`src/rtl/spi_reg_bridge.sv`:
```
// spi_reg_bridge
//   Bridges the SPI slave byte stream to the PWM register file. The first byte
//   of each frame is a command. Bit 7 selects write (1) or read (0), bit 6
//   selects the high byte, and bits 5:0 give the address. The bridge then issues
//   single-cycle read/write strobes on the register bus and returns read data
//   to the SPI shifter. It is the only master of that register bus.
//
//   Handshake: rx_valid is a one-cycle pulse that qualifies rx_byte. tx_load is
//   a one-cycle pulse that qualifies tx_byte. There is no back-pressure in
//   either direction. reg_read and reg_write are one-cycle strobes.
//
// Ports
//   clk, rst_n      clock, asynchronous active-low reset
//   cs_active       SPI frame active (already synchronised)
//   rx_valid/rx_byte    received byte from the SPI shifter
//   tx_byte/tx_load     next byte for the SPI shifter
//   reg_read/reg_write  register bus strobes
//   reg_addr/reg_high_byte/reg_data_write  register bus address/data
//   reg_data_read   register read data (combinational in the register file)
//   busy            high whenever the FSM is not idle
//   frame_err       one-cycle pulse: a write frame ended with no data byte
module spi_reg_bridge #(
  parameter bit BURST_EN = 1'b1
) (
  input  logic       clk,
  input  logic       rst_n,
  input  logic       cs_active,
  input  logic       rx_valid,
  input  logic [7:0] rx_byte,
  output logic [7:0] tx_byte,
  output logic       tx_load,
  output logic       reg_read,
  output logic       reg_write,
  output logic [5:0] reg_addr,
  output logic       reg_high_byte,
  output logic [7:0] reg_data_write,
  input  logic [7:0] reg_data_read,
  output logic       busy,
  output logic       frame_err
);

  typedef enum logic [2:0] {
    ST_IDLE     = 3'd0,
    ST_CMD      = 3'd1,
    ST_WR_DATA  = 3'd2,
    ST_RD_ISSUE = 3'd3,
    ST_RD_WAIT  = 3'd4,
    ST_DONE     = 3'd5
  } state_t;

  state_t     r_state;
  logic [7:0] r_tx_byte;
  logic       r_tx_load;
  logic       r_reg_read;
  logic       r_reg_write;
  logic [5:0] r_reg_addr;
  logic       r_reg_high_byte;
  logic [7:0] r_reg_data_write;
  logic       r_frame_err;
  // Set once cs_active has been seen low. After a reset that lands mid-frame,
  // the rest of that frame must be ignored. A new frame may only start after
  // a deassertion of cs_active.
  logic       r_armed;
  // A data byte was received in the current write frame.
  logic       r_got_data;

  always_ff @(posedge clk or negedge rst_n) begin
    if (!rst_n) begin
      r_state          <= ST_IDLE;
      r_tx_byte        <= 8'h00;
      r_tx_load        <= 1'b0;
      r_reg_read       <= 1'b0;
      r_reg_write      <= 1'b0;
      r_reg_addr       <= 6'h00;
      r_reg_high_byte  <= 1'b0;
      r_reg_data_write <= 8'h00;
      r_frame_err      <= 1'b0;
      r_armed          <= 1'b0;
      r_got_data       <= 1'b0;
    end else begin
      // Strobes are single-cycle by default.
      r_reg_read  <= 1'b0;
      r_reg_write <= 1'b0;
      r_tx_load   <= 1'b0;
      r_frame_err <= 1'b0;

      if (!cs_active) begin
        // End of frame has priority. A byte arriving in the same cycle is
        // dropped. Address, data and tx_byte keep their last values.
        r_armed     <= 1'b1;
        r_frame_err <= (r_state == ST_WR_DATA) && !r_got_data;
        r_state     <= ST_IDLE;
      end else begin
        case (r_state)
          ST_IDLE: begin
            if (r_armed) begin
              r_state    <= ST_CMD;
              r_got_data <= 1'b0;
            end
          end
          ST_CMD: begin
            if (rx_valid) begin
              r_reg_addr      <= rx_byte[5:0];
              r_reg_high_byte <= rx_byte[6];
              if (rx_byte[7]) begin
                r_state <= ST_WR_DATA;
              end else begin
                r_state    <= ST_RD_ISSUE;
                r_reg_read <= 1'b1;
              end
            end
          end
          ST_WR_DATA: begin
            // Advance the address one cycle after the write strobe. The
            // address then stays stable while the strobe is high.
            if (r_reg_write && BURST_EN) begin
              r_reg_addr <= r_reg_addr + 6'd1;
            end
            if (rx_valid) begin
              r_reg_write      <= 1'b1;
              r_reg_data_write <= rx_byte;
              r_got_data       <= 1'b1;
              if (!BURST_EN) begin
                r_state <= ST_DONE;
              end
            end
          end
          ST_RD_ISSUE: begin
            // reg_read is high in this cycle. Capture the combinational read
            // data here.
            r_tx_byte <= reg_data_read;
            r_tx_load <= 1'b1;
            r_state   <= ST_RD_WAIT;
          end
          ST_RD_WAIT: begin
            // A dummy byte means the previous tx_byte has been shifted out.
            if (rx_valid) begin
              if (BURST_EN) begin
                r_reg_addr <= r_reg_addr + 6'd1;
                r_reg_read <= 1'b1;
                r_state    <= ST_RD_ISSUE;
              end else begin
                r_state <= ST_DONE;
              end
            end
          end
          ST_DONE: begin
            r_state <= ST_DONE;
          end
          default: begin
            r_state <= ST_IDLE;
          end
        endcase
      end
    end
  end

  assign tx_byte        = r_tx_byte;
  assign tx_load        = r_tx_load;
  assign reg_read       = r_reg_read;
  assign reg_write      = r_reg_write;
  assign reg_addr       = r_reg_addr;
  assign reg_high_byte  = r_reg_high_byte;
  assign reg_data_write = r_reg_data_write;
  assign frame_err      = r_frame_err;
  assign busy           = (r_state != ST_IDLE);

  // The SPI byte time is at least 8 clocks, so a byte can never land in the
  // single RD_ISSUE cycle.
  a_no_rx_in_rd_issue: assert property (@(posedge clk) disable iff (!rst_n)
    !(r_state == ST_RD_ISSUE && cs_active && rx_valid));

  a_strobes_exclusive: assert property (@(posedge clk) disable iff (!rst_n)
    !(r_reg_read && r_reg_write));

endmodule
```
`config.mk`:
```
export PLATFORM = sky130hd
export DESIGN_NAME = spi_reg_bridge
export DESIGN_NICKNAME = d
export VERILOG_FILES = /design/src/rtl/spi_reg_bridge.sv
export SDC_FILE = /design/constraint.sdc
export NUM_CORES = 1
export LEC_CHECK = 0
export CAP_MARGIN = 20
export CORE_MARGIN = 2
export CORE_UTILIZATION = 40
export CTS_CLUSTER_SIZE = 30
export DETAILED_ROUTE_END_ITERATION = 10
export PLACE_DENSITY_LB_ADDON = 0.2
export SLEW_MARGIN = 25
export SYNTH_ARGS = -nofsm -noshare
export SYNTH_HDL_FRONTEND = slang
export SYNTH_SLANG_ARGS = --single-unit
```
`constraint.sdc`:
```
create_clock -name clk -period 1.6 [get_ports clk]
set_clock_uncertainty 0.05 [all_clocks]
set_input_delay 0.48 -clock clk [delete_from_list [all_inputs] [get_ports clk]]
set_output_delay 0.48 -clock clk [all_outputs]
set_load 0.1 [all_outputs]
```
==> results.py <==
metrics = {
    "timing": {
        "tightest_slew_ns": 0.2787,
        "slew_headroom_pct": 81.25,
        "post-route-period-util_pct": 113.0,
        "slew_viol_final": 0,
        "post-route-min-period_ns": 1.808,
        "final_hold_viol_count": 0,
        "setup_viol": 12,
        "holdWs_ns": 0.4335,
        "setup_slack_ns": -0.2081,
        "rsz0062_at_grt": "true",
        "max_freq_mhz": 553.1,
    },
    "cells_and_area": {
        "nNetsFinal": 232,
        "num_antenna_cells": 0,
        "post-route-util_pct": 74.03,
        "area_growth_pct": 78.57,
        "drive_gt1_share_pct": 43.40,
    },
    "logic_synthesis": {
        "synth-edff-count": 0,
        "ys_types": 37,
        "synth.area.top_cells": "dfrtp_1 (53%), mux2_2 (6.7%), nand2_1 (6.7%)",
        "synth_top_area_cell": "dfrtp_1",
        "ys.flop_type": "dfrtp_1",
        "async_flop_share_pct": 100.0,
        "synth_seq_cells": 32,
        "yosysTopAreaCellShare_pct": 52.76,
        "ys_seq_area_share_pct": 52.76,
        "synth_nets": 162,
        "netlist_area_mm2": 0.001518,
        "ys_warn_count": 0,
        "syn_avg_cell_area_um2": 10.76,
        "postSynthCellCount": 141,
    },
    "setup_path": {
        "reg2reg_from": "r_state[2]$_DFFE_PN0P_",
        "crit_arrival_ns": 1.28,
        "crit_type": "reg2out",
        "cp-end-kind": "primary output",
        "cp_data_required_time_ns": 1.07,
        "r2r_cells": 7,
        "startpoint": "r_state[2]$_DFFE_PN0P_",
        "r2r_slack_ns": -0.08,
        "critPathMaxFanout": 2,
        "crit_path_start_kind": "flip-flop",
        "rr_endpoint": "reg_addr[5]$_DFFE_PN0P_",
    },
    "placement": {
        "portBuffers": 47,
        "hpwlAfterDp_um": 2741,
        "gp_congestion": 0.8921,
    },
    "detailed_routing": {
        "vias": 1299,
        "wire_per_inst_um": 14.97,
        "vias_per_cell": 4.996,
        "drtIter0Drc": 89,
        "drc_errors": 0,
        "wl_um": 3892,
        "ant_nets": 0,
        "dr.pass1.iters": 4,
    },
    "global_routing": {
        "antenna_found_initial": 0,
        "first_global_vias": 1341,
        "overflow": 0,
        "grt_first_pass_wirelength_um": 6354,
        "grt_use_total_pct": 19.63,
        "grt_start_max_net_pins": 33,
    },
    "clocking": {
        "cts.clk_slew.worst_paths_ns": 0.06,
        "htree_levels": 2,
        "cts_num_sinks": 32,
        "root_buffer": "clkbuf_8",
        "cts_buffers": 5,
        "cts_buffer_depth": 2,
        "clk_latency_ns": 0.28,
        "cts_tree": "done",
    },
    "run_status": {
        "violations": "setup timing",
        "status": "finished with violations",
    },
    "pwr": {
        "cellLeakagePower_nw": 1.216,
        "p_per_area_mw_per_mm2": 2169,
        "peakVddDrop_uv": 1176,
    },
    "min_path": {
        "holdPathEnd": "r_armed$_DFFE_PN0N_",
        "hold_depth": 1,
        "hold_path.class": "reg2reg",
        "worst_hold_startpoint": "r_armed$_DFFE_PN0N_",
    },
    "die": {
        "ios": 48,
        "initial_utilization_pct": 41.46,
        "row_count": 22,
        "fp.dieH_um": 65.60,
        "core-area_mm2": 0.003661,
        "die_area_mm2": 0.004303,
        "die_w_um": 65.60,
    },
    "job": {
        "drv_cap": 0,
    },
}
-- cells in the final DEF, fill, tap and decap left out, types with 4 or more instances in the layout --
cell,Yosys,routed
clkbuf_8,0,7
dfrtp_2,0,6
buf_4,1,15
buf_12,0,30
dfrtp_1,32,22
a31oi_1,4,4
nand2_1,27,25
dfrtp_4,0,4
nand3_1,5,5
mux2_4,1,10
a21oi_1,10,9
nor2_1,5,5
clkdlybuf4s50_1,0,17
-- synthesized netlist by cell type (all sizes together), types with 2 or more instances --
cell and number:
buf 6, nor3 3, a21oi 10, nor2b 2, a31oi 4, mux2 10
o22a 3, and2 2, nand2 27, and4bb 3, o31ai 2, nand3 5
and3 3, dfrtp 32, inv 3, a21boi 2, o21ai 5, nor2 5
nand2b 2
-- repair_timing --
action,CTS,global route
endpoints found under the setup margin,16,16
pin swaps,1,5
buffers inserted,2,2
hold buffers,0,0
gates resized for setup,5,24
gates cloned,0,1
-- cells by family after synthesis --
kind of cell	after synthesis	synth area share, %
mux	11	8.326
compound gates	29	12.70
fa+ha+maj	1	0.8243
buf+inv	10	3.957
simple gates	57	20.36
flops	32	52.76
xor+xnor	1	1.072
-- power by group --
part	internal (W)	switching, W
registers	0.00110	0.000360
logic	0.00139	0.00235
clock network	0.000392	0.000283
total	0.00288	0.00300
-- layer usage --
metal	up-vias	share of wire (%)	GRT usage [%]
li1	635	-	-
met1	611	38	22.74
met2	46	53	33.93
met3	7	7.2	7.363
met4	0	1.4	5.469
met5	-	0	0
-- through the flow --
step	cell area [µm²]	total power, W	setup TNS (ns)	instances	setup slack, ns
finish	2710	0.005878	-0.6656	260	-0.2081
global route	2710	0.006099	-1.252	260	-0.2343
CTS	2586	0.005797	-0.2316	257	-0.1940
detailed placement	2467	0.005094	-9.060	247	-0.5139
global placement	2467	0.005041	-8.066	247	-0.4829
floorplan	1562	0.003597	-0.04254	141	-0.03172
-- sequential cells by signal (all words and copies together), names as in the netlist, 3 cells and up --
signal / flops
reg_addr: 6
reg_data_write: 8
r_state: 3
tx_byte: 8
-- how the worst max path moves through the flow --
stage | endpoint | depth (start not counted)
2_1_floorplan | busy | 2
3_3_place_gp | reg_addr[3]$_DFFE_PN0P_ | 6
3_5_place_dp | reg_addr[5]$_DFFE_PN0P_ | 6
4_1_cts | busy | 2
5_1_grt | busy | 2
6_report | busy | 2
-- final cells by class --
| cell class | instances | area (µm²) |
|---|---|---|
| clock buffer | 8 | 100.1 |
| fill | 237 | 950.9 |
| inverter | 4 | 17.52 |
| multi-input combinational | 99 | 734.5 |
| sequential | 32 | 823.3 |
| tap | 48 | 60.06 |
| timing repair buffer | 69 | 974.7 |
-- worst max-delay path, stage by stage (launching register included) --
cell and delay, ns:
dfrtp_2 0.42, or3_4 0.40, buf_12 0.17
(Power assumes the default switching activity.)
